==> src/rtl/cache_fill_fsm.sv <==
// Cache line fill controller.
// On a miss, this block issues eight back-to-back 16-bit word reads for the
// 16-byte line that contains the missed address. It writes each returned word
// into the cache data array, counting only memory_data_valid pulses, so it
// does not rely on any particular memory latency. The tag/valid strobe is
// raised together with the eighth data write. A reset during a fill abandons
// the line without writing its tag, so a partial line is never marked valid.
module cache_fill_fsm (
  input  logic        clk,
  input  logic        rst,
  input  logic        miss_detected,
  input  logic [15:0] miss_address,
  input  logic        memory_data_valid,
  input  logic [15:0] memory_data_in,
  output logic        fsm_busy,
  output logic        memory_read,
  output logic [15:0] memory_address,
  output logic        write_data_array,
  output logic        write_tag_array,
  output logic [2:0]  word_num,
  output logic [15:0] cache_address,
  output logic [15:0] cache_data_out
);

  typedef enum logic {
    S_IDLE = 1'b0,
    S_FILL = 1'b1
  } state_t;

  state_t      r_state;
  logic [11:0] r_base_line;   // line-aligned base address, bits [15:4]
  logic [3:0]  r_req_cnt;     // requests issued so far, 0..8
  logic [2:0]  r_rcv_cnt;     // words received so far, mod 8

  logic w_in_fill;
  logic w_req_issue;
  logic w_data_wr;
  logic w_last_wr;

  // Request issue and data receive run concurrently; only the receive side ends the fill
  always_comb begin
    w_in_fill   = (r_state == S_FILL);
    w_req_issue = w_in_fill && (r_req_cnt < 4'd8);
    w_data_wr   = w_in_fill && memory_data_valid;
    w_last_wr   = w_data_wr && (r_rcv_cnt == 3'd7);
  end

  // State, line base and both counters; reset abandons any fill in progress
  always_ff @(posedge clk) begin
    if (rst) begin
      r_state     <= S_IDLE;
      r_base_line <= '0;
      r_req_cnt   <= '0;
      r_rcv_cnt   <= '0;
    end else begin
      case (r_state)
        S_IDLE: begin
          if (miss_detected) begin
            r_base_line <= miss_address[15:4];
            r_req_cnt   <= '0;
            r_rcv_cnt   <= '0;
            r_state     <= S_FILL;
          end
        end
        S_FILL: begin
          if (w_req_issue) begin
            r_req_cnt <= r_req_cnt + 4'd1;
          end
          if (w_data_wr) begin
            r_rcv_cnt <= r_rcv_cnt + 3'd1;
          end
          if (w_last_wr) begin
            r_state <= S_IDLE;
          end
        end
        default: r_state <= S_IDLE;
      endcase
    end
  end

  // Outputs: a decode of the registered state plus the returned-data valid strobe
  always_comb begin
    fsm_busy         = w_in_fill;
    memory_read      = w_req_issue;
    memory_address   = w_req_issue ? {r_base_line, r_req_cnt[2:0], 1'b0} : '0;
    write_data_array = w_data_wr;
    write_tag_array  = w_last_wr;
    word_num         = w_in_fill ? r_rcv_cnt : '0;
    cache_address    = w_in_fill ? {r_base_line, r_rcv_cnt, 1'b0} : miss_address;
    cache_data_out   = memory_data_in;
  end

endmodule

==> config.mk <==
export PLATFORM = sky130hd
export DESIGN_NAME = cache_fill_fsm
export DESIGN_NICKNAME = d
export VERILOG_FILES = /design/src/rtl/cache_fill_fsm.sv
export SDC_FILE = /design/constraint.sdc
export NUM_CORES = 1
export LEC_CHECK = 0
export CAP_MARGIN = 20
export CORE_MARGIN = 2
export CORE_UTILIZATION = 35
export CTS_BUF_LIST = sky130_fd_sc_hd__clkbuf_4 sky130_fd_sc_hd__clkbuf_8
export CTS_CLUSTER_SIZE = 24
export DETAILED_ROUTE_END_ITERATION = 8
export GPL_TIMING_DRIVEN = 0
export HOLD_SLACK_MARGIN = 0.12
export PLACE_DENSITY = 0.82
export SLEW_MARGIN = 25
export SYNTH_ARGS = -nofsm -noshare
export SYNTH_HDL_FRONTEND = slang
export SYNTH_SLANG_ARGS = --single-unit
==> constraint.sdc <==
create_clock -name clk -period 2.1 [get_ports clk]
set_clock_uncertainty 0.2 [all_clocks]
set_input_delay 0.63 -clock clk [delete_from_list [all_inputs] [get_ports clk]]
set_output_delay 0.63 -clock clk [all_outputs]
set_load 0.05 [all_outputs]
==> flow_metrics.tcl <==
set metrics [dict create \
    netlist_instances 150 \
    ir_worst_vdd_v 0.000400 \
    cp.arrival_ns 1.49 \
    finalNetCount 287 \
    drive_above_1_share_pct 53.0 \
    final_antenna_net_count 0 \
    synth_top_area_share_pct 32.4 \
    cp.required_ns 1.27 \
    p_leak_nw 1.33 \
    grt_pass1_vias 1309 \
    diodes 0 \
    portBuffers 72 \
    io_pins 91 \
    hold_path.class "reg2reg" \
    fin_setup_tns_ns -5.68 \
    yosysTopAreaCell "dfxtp_1" \
    initial_utilization_pct 36.7 \
    postPlaceCellArea_um2 2050 \
    cts-buffers-inserted 3 \
    cp-end-kind "primary output" \
    hold_ws_ns 0.284 \
    synth_ff_type "dfxtp_1" \
    first_pass_iters 4 \
    root_buffer "clkbuf_4" \
    hold_viol 0 \
    die_w_um 63.4 \
    dieArea_um2 4020 \
    htreeDepth 1 \
    async_flop_share_pct 0 \
    cp_max_fo 6 \
    grt_max_degree 13 \
    antenna_found_initial 0 \
    cap_violations 0 \
    gp_congestion 0.729 \
    layout_setup_ws_ns -0.222 \
    dp_hpwl_mm 2.42 \
    finalSetupViolations 35 \
    drv_slew 0 \
    finalCritPeriodShare_pct 111 \
    power-per-cell-area_nw_per_um2 512 \
    cts.sinks 20 \
    drt_first_iter_violations 63 \
    dp_cells 268 \
    via_per_inst 4.78 \
    yosysSeqAreaShare_pct 32.4 \
    synth_warnings 0 \
    path_clk_slew_ns 0.13 \
    overflow 0 \
    period_minus_slack_ns 2.32 \
    avgSynthCellArea_um2 8.23 \
    via_count 1401 \
    wl_mm 4.43 \
    cts_tree "built" \
    ys_types 26 \
    syn_area_um2 1230 \
    start_kind "register" \
    clk_latency_ns 0.31 \
    grt_pass1_wl_mm 5.84 \
    syn_to_final_growth_pct 114 \
    rrSetupSlack_ns 0.49 \
    wire_per_inst_um 15.1 \
    die_y_um 63.4 \
    syn_nets 189 \
    synth.area.top_cells "dfxtp_1 32%, mux2_2 14%, buf_4 11%" \
    core_area_um2 3360 \
    grt_usage_pct 18.5 \
    fmax_ghz 0.431 \
    status "finished with violations" \
    crit_type "reg2out" \
    finalPower_mw 1.35 \
    fillCellCount 240 \
    stdcell_area_um2 2650 \
    synth_edf_count 0 \
    ys_seq_elements 20 \
    violations "negative setup slack" \
    drc 0 \
    clock_path_buffers 2 \
    rows 21 \
    fin_cells 293 \
    rsz0062_at_grt "yes" \
]
==> placed cells by master, fill, tap and decap left out, types with 2 or more instances in the layout <==
cell type	netlist	routed
nor3_1	2	2
buf_6	3	13
dfxtp_2	0	2
buf_8	0	37
nand2_1	27	26
ha_4	0	2
mux2_4	0	15
dlygate4sd2_1	0	20
clkbuf_1	2	2
and2_4	0	17
nand3_1	7	7
clkbuf_4	0	3
dlymetal6s2s_1	0	13
a21oi_1	18	18
clkdlybuf4s50_1	0	2
dfxtp_1	20	17
buf_4	18	28
==> state kept, by name, summed over array words and instances, names as in the netlist <==
signal	count
r_rcv_cnt	3
r_req_cnt	4
r_base_line	12
fsm_busy	1
==> path summary, 6_finish.rpt <==
check,startpoint,end,cells past startpoint
worst max register to register,fsm_busy$_SDFF_PP0_,r_base_line[5]$_SDFFE_PP0P_,6
worst max-delay path,fsm_busy$_SDFF_PP0_,memory_address[9],5
worst min register to register,r_base_line[10]$_SDFFE_PP0P_,r_base_line[10]$_SDFFE_PP0P_,2
worst min-delay path,r_base_line[10]$_SDFFE_PP0P_,r_base_line[10]$_SDFFE_PP0P_,2
==> worst max-delay path, stage by stage, from the launching register on <==
cell,delay [ns]
dfxtp_4,0.38
or2b_4,0.30
inv_6,0.09
buf_6,0.12
and2_4,0.14
buf_8,0.14
==> metal layers <==
layer	GRT usage, %	part of all wire [%]	up-vias
li1	-	-	669
met1	21.1	38	649
met2	33.0	52	72
met3	4.64	7.3	11
met4	6.52	2.5	0
met5	0	0	-
==> logic make-up (layout without fill, tap and decap cells) <==
logic type	after synthesis	after routing	share of synthesized area (%)
adders and majority gates	3	3	3.04
other	1	1	0.304
xor gates and xnor gates	1	1	0.709
and+or+nand+nor	64	64	26.4
DFF	20	20	32.4
AOI/OAI and AO/OA	18	18	7.30
buffers and inverters	28	125	16.1
muxes	15	15	13.7
==> cells in the mapped netlist, types with 2 or more instances <==
master,count
a21oi_1,18
and2_1,18
buf_2,3
buf_4,18
buf_6,3
clkbuf_1,2
dfxtp_1,20
ha_1,3
mux2_2,15
nand2_1,27
nand3_1,7
nor3_1,2
==> layout make-up <==
type	count	area [µm²]	share of cell area [%]
flip-flops and latches	20	407	15.4
repair buffers	92	1100	41.7
inverters	2	12.5	0.473
multi-input cells	102	783	29.6
clock buffers	3	22.5	0.851
plain buffers	26	224	8.46
well taps	46	57.6	2.17
repair inverters	1	7.51	0.284
clock inverters	1	30.0	1.13
==> where the power goes <==
group / switching [mW] / internal [mW]
Sequential: 0.0172 / 0.397
Combinational: 0.333 / 0.282
Clock: 0.132 / 0.193
==> what timing repair did <==
item,CTS,global route
hold buffers,0,0
pin swaps,12,2
setup buffers,10,8
gates cloned,2,1
gates resized for setup,331,51
setup endpoints to repair,54,37
==> metrics by stage <==
stage | util [%] | worst slack, ns
2_1_floorplan | - | 0.0109
3_3_place_gp | 60.8 | -0.880
3_5_place_dp | 60.8 | -0.878
4_1_cts | 71.1 | -0.224
5_1_grt | 78.7 | -0.265
6_report | 78.7 | -0.222
Power figures use the tool's default switching activity.
